`src/rtl/ray_job_dispatcher.sv`:
```
// Round-robin dispatcher of ray jobs from one job generator onto
// NUM_CORES job-interface / DDA stepper cores, with frame drain tracking.
//
// Ports:
//   clock, reset       : system clock, synchronous active-high reset
//   in_valid/in_ready  : upstream job handshake; in_job/in_last sampled on accept
//   core_enable        : per-core enable mask (disabled cores never granted)
//   core_valid/ready   : one-hot job valid to core i / per-core job_ready
//   core_job           : held job broadcast to every core
//   core_done          : per-core completion pulse
//   core_busy          : core holds a dispatched, uncompleted job
//   outstanding        : number of dispatched, uncompleted jobs
//   dispatch_count     : jobs dispatched since reset (wraps)
//   frame_done         : one-cycle pulse once a frame fully drains
//   err_spurious       : sticky flag, core_done seen on a non-busy core

module ray_job_dispatcher #(
   parameter int W = 24,
   parameter int NUM_CORES = 4,
   localparam int JOB_W = 28 + 6 * W,
   localparam int CW = $clog2(NUM_CORES + 1)
) (
   input  logic                 clock,
   input  logic                 reset,
   input  logic                 in_valid,
   output logic                 in_ready,
   input  logic [JOB_W-1:0]     in_job,
   input  logic                 in_last,
   input  logic [NUM_CORES-1:0] core_enable,
   output logic [NUM_CORES-1:0] core_valid,
   input  logic [NUM_CORES-1:0] core_ready,
   output logic [JOB_W-1:0]     core_job,
   input  logic [NUM_CORES-1:0] core_done,
   output logic [NUM_CORES-1:0] core_busy,
   output logic [CW-1:0]        outstanding,
   output logic [15:0]          dispatch_count,
   output logic                 frame_done,
   output logic                 err_spurious
);

   localparam int PW = $clog2(NUM_CORES);
   localparam logic [PW:0]   NC    = (PW + 1)'(NUM_CORES);
   localparam logic [PW-1:0] LASTP = PW'(NUM_CORES - 1);

   localparam logic [1:0] S_IDLE     = 2'd0;
   localparam logic [1:0] S_DISPATCH = 2'd1;
   localparam logic [1:0] S_DRAIN    = 2'd2;
   localparam logic [1:0] S_DONE     = 2'd3;

   logic [1:0]           state;
   logic [1:0]           state_next;
   logic [JOB_W-1:0]     job_buf;
   logic                 buf_last;
   logic [PW-1:0]        rr_ptr;
   logic [NUM_CORES-1:0] busy;
   logic [CW-1:0]        out_cnt;
   logic [15:0]          disp_cnt;
   logic                 err_q;

   logic [NUM_CORES-1:0]   avail;
   logic [2*NUM_CORES-1:0] avail2;
   logic [NUM_CORES-1:0]   rot;
   logic                   found;
   logic [PW-1:0]          off;
   logic [PW:0]            sum;
   logic [PW-1:0]          grant_idx;
   logic [NUM_CORES-1:0]   grant_oh;
   logic                   xfer;
   logic [NUM_CORES-1:0]   done_ok;
   logic [NUM_CORES-1:0]   done_bad;
   logic [CW-1:0]          done_cnt;
   logic [CW-1:0]          out_next;

   // Rotate the availability mask so bit 0 is the core at rr_ptr;
   // the lowest set bit of the rotated mask is the grant offset.
   always_comb begin
      avail  = core_enable & core_ready & ~busy;
      avail2 = {avail, avail};
      rot    = NUM_CORES'(avail2 >> rr_ptr);
      found  = |rot;
      off    = '0;
      for (int k = NUM_CORES - 1; k >= 0; k--) begin
         if (rot[k]) off = PW'(k);
      end
      sum = {1'b0, rr_ptr} + {1'b0, off};
      if (sum >= NC) sum = sum - NC;
      grant_idx = sum[PW-1:0];
      grant_oh  = found ? (NUM_CORES'(1) << grant_idx) : '0;
   end

   assign xfer = (state == S_DISPATCH) && found;

   // Only dones on busy cores count; the rest are flagged as spurious.
   always_comb begin
      done_ok  = core_done & busy;
      done_bad = core_done & ~busy;
      done_cnt = '0;
      for (int k = 0; k < NUM_CORES; k++) begin
         done_cnt = done_cnt + CW'(done_ok[k]);
      end
      out_next = out_cnt + CW'(xfer) - done_cnt;
   end

   always_comb begin
      state_next = state;
      unique case (state)
         S_IDLE:     if (in_valid) state_next = S_DISPATCH;
         S_DISPATCH: if (xfer) state_next = buf_last ? S_DRAIN : S_IDLE;
         S_DRAIN:    if (out_next == '0) state_next = S_DONE;
         S_DONE:     state_next = S_IDLE;
         default:    state_next = S_IDLE;
      endcase
   end

   always_ff @(posedge clock) begin
      if (reset) begin
         state    <= S_IDLE;
         job_buf  <= '0;
         buf_last <= 1'b0;
         rr_ptr   <= '0;
         busy     <= '0;
         out_cnt  <= '0;
         disp_cnt <= '0;
         err_q    <= 1'b0;
      end else begin
         state <= state_next;
         if (state == S_IDLE && in_valid) begin
            job_buf  <= in_job;
            buf_last <= in_last;
         end
         if (xfer) begin
            rr_ptr   <= (grant_idx == LASTP) ? '0 : grant_idx + PW'(1);
            disp_cnt <= disp_cnt + 16'd1;
         end
         busy    <= (busy & ~done_ok) | (xfer ? grant_oh : '0);
         out_cnt <= out_next;
         if (|done_bad) err_q <= 1'b1;
      end
   end

   assign in_ready       = (state == S_IDLE);
   assign core_valid     = xfer ? grant_oh : '0;
   assign core_job       = job_buf;
   assign core_busy      = busy;
   assign outstanding    = out_cnt;
   assign dispatch_count = disp_cnt;
   assign frame_done     = (state == S_DONE);
   assign err_spurious   = err_q;

endmodule

```
`config.mk`:
```
export PLATFORM = sky130hd
export DESIGN_NAME = ray_job_dispatcher
export DESIGN_NICKNAME = d
export VERILOG_FILES = /design/src/rtl/ray_job_dispatcher.sv
export SDC_FILE = /design/constraint.sdc
export NUM_CORES = 1
export LEC_CHECK = 0
export CAP_MARGIN = 15
export CORE_AREA = 2 2 151 153
export CTS_BUF_LIST = sky130_fd_sc_hd__clkbuf_4 sky130_fd_sc_hd__clkbuf_8
export CTS_CLUSTER_DIAMETER = 80
export DETAILED_ROUTE_END_ITERATION = 6
export DIE_AREA = 0 0 153 155
export PLACE_DENSITY = 0.74
export SLEW_MARGIN = 20
export SYNTH_ARGS = -nofsm -noshare
export SYNTH_HDL_FRONTEND = slang
export SYNTH_SLANG_ARGS = --single-unit
export TNS_END_PERCENT = 30
```
`constraint.sdc`:
```
create_clock -name clock -period 4.4 [get_ports clock]
set_clock_uncertainty 0.2 [all_clocks]
set_input_delay 0.44 -clock clock [delete_from_list [all_inputs] [get_ports clock]]
set_output_delay 0.44 -clock clock [all_outputs]
set_load 0.02 [all_outputs]
```
[Word level (Yosys, flattened, before mapping)]
Index checks and enable logic that the tools add are counted.
Storage, ports and cells
  register bits after elaboration: 201
  bits of input ports: 188
  output and inout port bits: 202
  word-level logic and storage cells: 55
Cells by class
  $add $sub $neg: 9
  $lt $le $gt $ge: 1
  eq/ne operators: 7
  shifts and indexed selects: 2
  mux-type cells: 13
  bitwise operators: 8
  reduce and logical (&&, ||, !) cells: 7
Operators with widths (count)
  4-bit bitwise AND: 5
  2-bit two-way mux: 10
  16-bit by 1-bit adder with 16-bit output (second input constant): 1
  4-bit two-way mux: 2
  4-bit NOT: 2
  2-bit case mux with 4 select lines: 1
  4-bit OR reduction: 2
  8-bit by 2-bit >> shifter with 4-bit output: 1
  3-bit by 1-bit adder with 3-bit output: 2
  2-bit == test (second input constant): 3
  2-bit != test (second input constant): 3
  4-bit bitwise OR: 1
  1-bit by 2-bit << shifter with 4-bit output (first input constant): 1
  2-bit by 1-bit adder with 3-bit output: 1
  2-bit by 2-bit adder with 3-bit output: 1
  3-bit >= comparator (second input constant): 1
  3-bit logical NOT: 1
  3-bit AND reduction: 1
  3-bit subtractor: 1
  1-bit by 1-bit adder with 2-bit output: 1
  2-bit by 1-bit adder with 2-bit output (second input constant): 1
  2-bit by 1-bit == test with 1-bit output (second input constant): 1
  1-bit logical AND: 2
  2-bit logical NOT: 1
  2-bit by 1-bit subtractor with 2-bit output (second input constant): 1

[Longest topological paths before layout]
  depth in word-level cells: 14
  depth in mapped cells: 12
  depth with buffers taken out: 12

[Worst setup path after synthesis]
No wires, ideal clock.
  path kind: register to register
  from: register busy[1], in the netlist core_busy[1]
  to: register state[0]
  setup time: 128 ps
  data arrival time: 2742 ps
  required time: 4072 ps
  path slack: 1330 ps
  cell stages (with the launch flop): 13
  buffers on the path: 0
  clock period less this slack: 3070 ps
  cell sequence: dfxtp_1 > nand3b_4 > a41oi_4 > inv_2 > fa_1 > inv_1 > ha_1 > fa_1 > xnor2_1 > xnor2_1 > a31oi_1 > o32a_1 > nor2_1
On the way
  cells in the longest elaborated chain, start to end: 10
  elaborated cells on any way between the ends: 15
  classes of those cells: 5 x add/sub; 2 x eq/ne; 1 x shift; 3 x bitwise; 4 x reduce/logical
Ends and longest elaborated chain
  from (decl): line 55  | logic [NUM_CORES-1:0] busy;
  from (signal assigned): line 135  | busy <= (busy & ~done_ok) | (xfer ? grant_oh : '0);
  4-bit NOT: line 77  | avail = core_enable & core_ready & ~busy;
  4-bit bitwise AND: line 77
  8-bit by 2-bit >> shifter with 4-bit output: line 79  | rot = NUM_CORES'(avail2 >> rr_ptr);
  4-bit OR reduction: line 80  | found = |rot;
  1-bit logical AND: line 91  | assign xfer = (state == S_DISPATCH) && found;
  3-bit by 1-bit adder with 3-bit output: line 101  | out_next = out_cnt + CW'(xfer) - done_cnt;
  3-bit subtractor: line 101
  3-bit logical NOT: line 109  | S_DRAIN: if (out_next == '0) state_next = S_DONE;
  2-bit != test (no line)
  3-bit AND reduction (no line) *
  to (signal assigned): line 126  | state <= state_next;
  to (decl): line 50  | logic [1:0] state;
Mark *: on every way between the ends. The rest lies on a longest branch, timed or not.
A chain may end at the register's enable or synchronous reset.

[Worst setup path after layout]
  from: input core_enable[0]
  to: output core_valid[2]
On the way
  cells in the longest elaborated chain, start to end: 13
  elaborated cells on any way between the ends: 16
  classes of those cells: 2 x add/sub; 1 x order compare; 2 x shift; 7 x mux; 2 x bitwise; 2 x reduce/logical
Ends and longest elaborated chain
  from (decl): line 29  | input logic [NUM_CORES-1:0] core_enable,
  4-bit bitwise AND * (2 in series): line 77
  8-bit by 2-bit >> shifter with 4-bit output *: line 79
  2-bit two-way mux (4 in series): line 83  | if (rot[k]) off = PW'(k);
  2-bit by 2-bit adder with 3-bit output: line 85  | sum = {1'b0, rr_ptr} + {1'b0, off};
  3-bit >= comparator / 2-bit by 1-bit subtractor with 2-bit output (equally long branches): line 86  | if (sum >= NC) sum = sum - NC;
  2-bit two-way mux: line 86
  1-bit by 2-bit << shifter with 4-bit output: line 88  | grant_oh = found ? (NUM_CORES'(1) << grant_idx) : '0;
  4-bit two-way mux: line 88
  4-bit two-way mux *: line 142  | assign core_valid = xfer ? grant_oh : '0;
  to (decl): line 30  | output logic [NUM_CORES-1:0] core_valid,
Marked as above.

==> parameters.txt <==
Parameter                              Value

Critical path
  Data arrival at the endpoint of the critical path    3.30 ns
  Origin of the worst setup path    core_enable[0]
  Required time of the critical path    3.76 ns
  Crit path max-delay cell type    sky130_fd_sc_hd__clkdlybuf4s50_1
  CP peak stage delay    0.61 ns
  Number of cell instances on the worst register-to-register path    12
  R2r startpoint    core_busy[1]
  Worst Path Max Fanout    4
  Worst reg-to-reg setup slack    around 1.3 ns
  Worst Path Class, Setup    in -> out
  Cell-by-cell listing of the critical path    clkdlybuf4s50_1 > and3b_1 > nor3_1 > a311oi_1 > o21ai_0 > ha_1 > xor2_1 > xor2_1 > ha_1 > and2_1 > clkdlybuf4s50_1
  Capturing element type of the critical path    output pin
  Type of origin of the critical path    primary input

Clock tree
  TritonCTS sink count    201
  Post-CTS repair timing setup buffer count    0
  CTS tree    built
  Total of cells resized after clock tree synthesis    0
  Hold-fix buffer count after cts    0
  Deepest clock path buffer count    3
  Cell at the root of the clock tree    sky130_fd_sc_hd__clkbuf_8
  Skew-Pair Late Insertion Delay    0.50 ns
  Clock transition at path regs    ~0.050 ns
  Number of buffers added by the clock tree synthesis step    35
  Number of H-tree levels    2

Synth
  Yosys reg bits    between 200 and 250
  Summed instance area of the synthesized netlist    between 7000 and 8000 sq um
  Number of flops mapped to enable cells by yosys    0
  Number of distinct library cells after synthesis    40
  Net count after synthesis    1,143
  Primary flip-flop cell chosen by synthesis mapping    sky130_fd_sc_hd__dfxtp_1
  Instance count of the mapped netlist    ~940
  Post-synthesis average cell area    7.991 sq um
  Part of the Yosys area used for sequential elements    53.34%
  Ys Warns    0
  Proportion of register bits with asynchronous set or reset after synthesis    0%

Route
  Initial DRC Count    approximately 380
  Routed Wire Length    24,310 um
  Final antenna-violating net count    0
  Routed length on met1    just under 10,000 um
  Number of search-and-repair iterations in the first detailed-routing pass    5
  Routed via count divided by cell count    4.689
  Number of vias in the routed layout    7,592
  Final routed wire length divided by cell count    15.02 um
  Met3 wire len    2070 um
  Highest signal layer in the routed design    met4
  Final routed DRC violation total    0
  Sum of met2 wire segment lengths after detailed routing    12,030 um

STA
  Slew at the pin closest to its max-slew limit    about 0.79 ns
  Total setup violations reported at the end of the flow    0
  Worst slew slack as a fraction of its limit    47.34%
  Post-route setup slack    0.4582 ns
  Max Fclk    253.7 MHz
  Setup repair after global routing missed its margin    false
  Max-slew violation count    0
  Minimum clock period    ~4 ns
  Hold Violations, Final    0
  Tcrit/Tclk final    89.59%
  Setup Total Neg Slack    0 ns

Global route
  Maximum number of pins on one net before global-route repair    106
  Overflow after GRT    0
  Via count of the first global-routing pass    7,237
  Number of antenna violations at the first check in global routing    1
  First-pass GRT wire length    37,620 um
  Global router's overall resource usage    19.28%

Floorplan
  Initial core utilization    33.94%
  Area of the die    23,720 sq um
  Chip Height    approximately 160 um
  Number of top-level pins    390
  Rows    55
  Die width    153 um
  Core area    around 22,000 sq um

Placement
  DP HPWL    16,790 um
  Placement Setup Slack    0.4684 ns
  Number of buffers added on ports    389
  RePlAce Congestion    between 0.8 and 0.9
  Inst Count DP    1,561

Min path
  Type of the most critical hold path    in -> reg
  Launch instance of the worst min-delay path    reset
  Hold Path Depth    2

Run
  Maximum capacitance violations    0

Outcome
  Run status    finished, final reports clean

Power
  Maximum vdd ir drop    0.3063 mV
  Pwr Density    383.1 nW/um^2
  Leakage power    4.676 nW

Final layout
  Share of layout cells above drive strength 1    5.476%
  Layout overhead on the synthesized area    63.44%
  Number of nets at the end of the flow    about 1,500
  Layout Cells excl Fill    about 1,600
[cell type report]
type / instances / area, sq um
Clock inverter: 3 / 40.04
Inverter: 18 / 67.56
Clock buffer: 54 / 668.1
Sequential cell: 201 / 4024
Antenna cell: 1 / 2.502
Timing Repair Buffer: 395 / 3978
Fill cell: 2020 / 9898
Tap cell: 285 / 356.6
Multi-Input combinational cell: 662 / 3193
[Yosys cell counts (2+ instances only)]
library cell               count  area, sq um
sky130_fd_sc_hd__nor2b_1       5        31.28
sky130_fd_sc_hd__a21oi_1     187        935.9
sky130_fd_sc_hd__dfxtp_1     201         4024
sky130_fd_sc_hd__and3b_1       2        17.52
sky130_fd_sc_hd__nand3b_4      4        80.08
sky130_fd_sc_hd__nand2_1     358         1344
sky130_fd_sc_hd__inv_1        17        63.81
sky130_fd_sc_hd__ha_1          8        100.1
sky130_fd_sc_hd__buf_2        23        115.1
sky130_fd_sc_hd__clkbuf_1     33        123.9
sky130_fd_sc_hd__nor2_1       29        108.9
sky130_fd_sc_hd__a211oi_1      3        22.52
sky130_fd_sc_hd__xor2_1       13        113.9
sky130_fd_sc_hd__nand4_1       7        43.79
sky130_fd_sc_hd__and3_1        2        12.51
sky130_fd_sc_hd__nor3_1        2        10.01
sky130_fd_sc_hd__o21ai_0       2        10.01
sky130_fd_sc_hd__nand3_1       7        35.03
sky130_fd_sc_hd__xnor2_1       7        61.31
sky130_fd_sc_hd__fa_1          3        60.06
sky130_fd_sc_hd__buf_1         6        22.52
sky130_fd_sc_hd__and2_1        7        43.79
[through the flow]
stage / util [%] / hold WS [ns] / power, mW / area, sq um
floorplan: - / 0.2367 / 2.519 / 7543
global placement: 52.27 / 0.2403 / 3.000 / 11620
detailed placement: 52.27 / 0.2453 / 3.016 / 11620
CTS: 55.46 / 0.2297 / 4.786 / 12330
global route: 55.47 / 0.2463 / 4.955 / 12330
finish: 55.47 / 0.2217 / 4.723 / 12330
[placed cells by master (no fill, tap or decap), drive strengths merged, types with 8 or more instances in the layout]
cell type / instances
clkdlybuf4s50: 388
nand2: 358
dfxtp: 201
a21oi: 187
clkbuf: 54
nor2: 29
inv: 18
xor2: 13
ha: 8
and2: 8
[kinds of logic after synthesis]
family	after synthesis	share of synthesized area [%]
muxes	1	0.1990
AOI/OAI and AO/OA	200	14.00
adders and majority gates	11	2.123
xor gates and xnor gates	20	2.322
buffers and inverters	81	4.462
DFF	201	53.34
and+or+nand+nor	430	23.55
[layer usage]
layer / vias to the layer above / GRT usage, %
li1: 3787 / -
met1: 3444 / 22.24
met2: 314 / 33.44
met3: 47 / 6.713
met4: 0 / 6.570
met5: - / 0
[state kept, by name, summed over array words and instances (netlist names), named ones only]
signal	cells
core_job	172
dispatch_count	16
core_busy	4
outstanding	3
rr_ptr	2
buf_last	1
err_spurious	1
state	1
[worst paths after layout]
path	endpoint
worst max-delay path	core_valid[2]
worst max register to register	state[0]
worst min-delay path	dispatch_count[10]
worst min register to register	core_job[81]
[critical path, delay by kind of cell]
| kind | cells | cell delay (ns) |
|---|---|---|
| buffers and inverters | 2 | 1.13 |
| and+or+nand+nor | 3 | 0.49 |
| AOI/OAI and AO/OA | 2 | 0.34 |
| adders and majority gates | 2 | 0.37 |
| xor gates and xnor gates | 2 | 0.51 |
[power by group]
| part | internal, mW | switching [mW] | total (mW) |
|---|---|---|---|
| combinational | 0.474 | 0.494 | 0.967 |
| sequential | 1.94 | 0.0662 | 2.01 |
| clock | 1.02 | 0.733 | 1.75 |
Power figures use the tool's default switching activity.
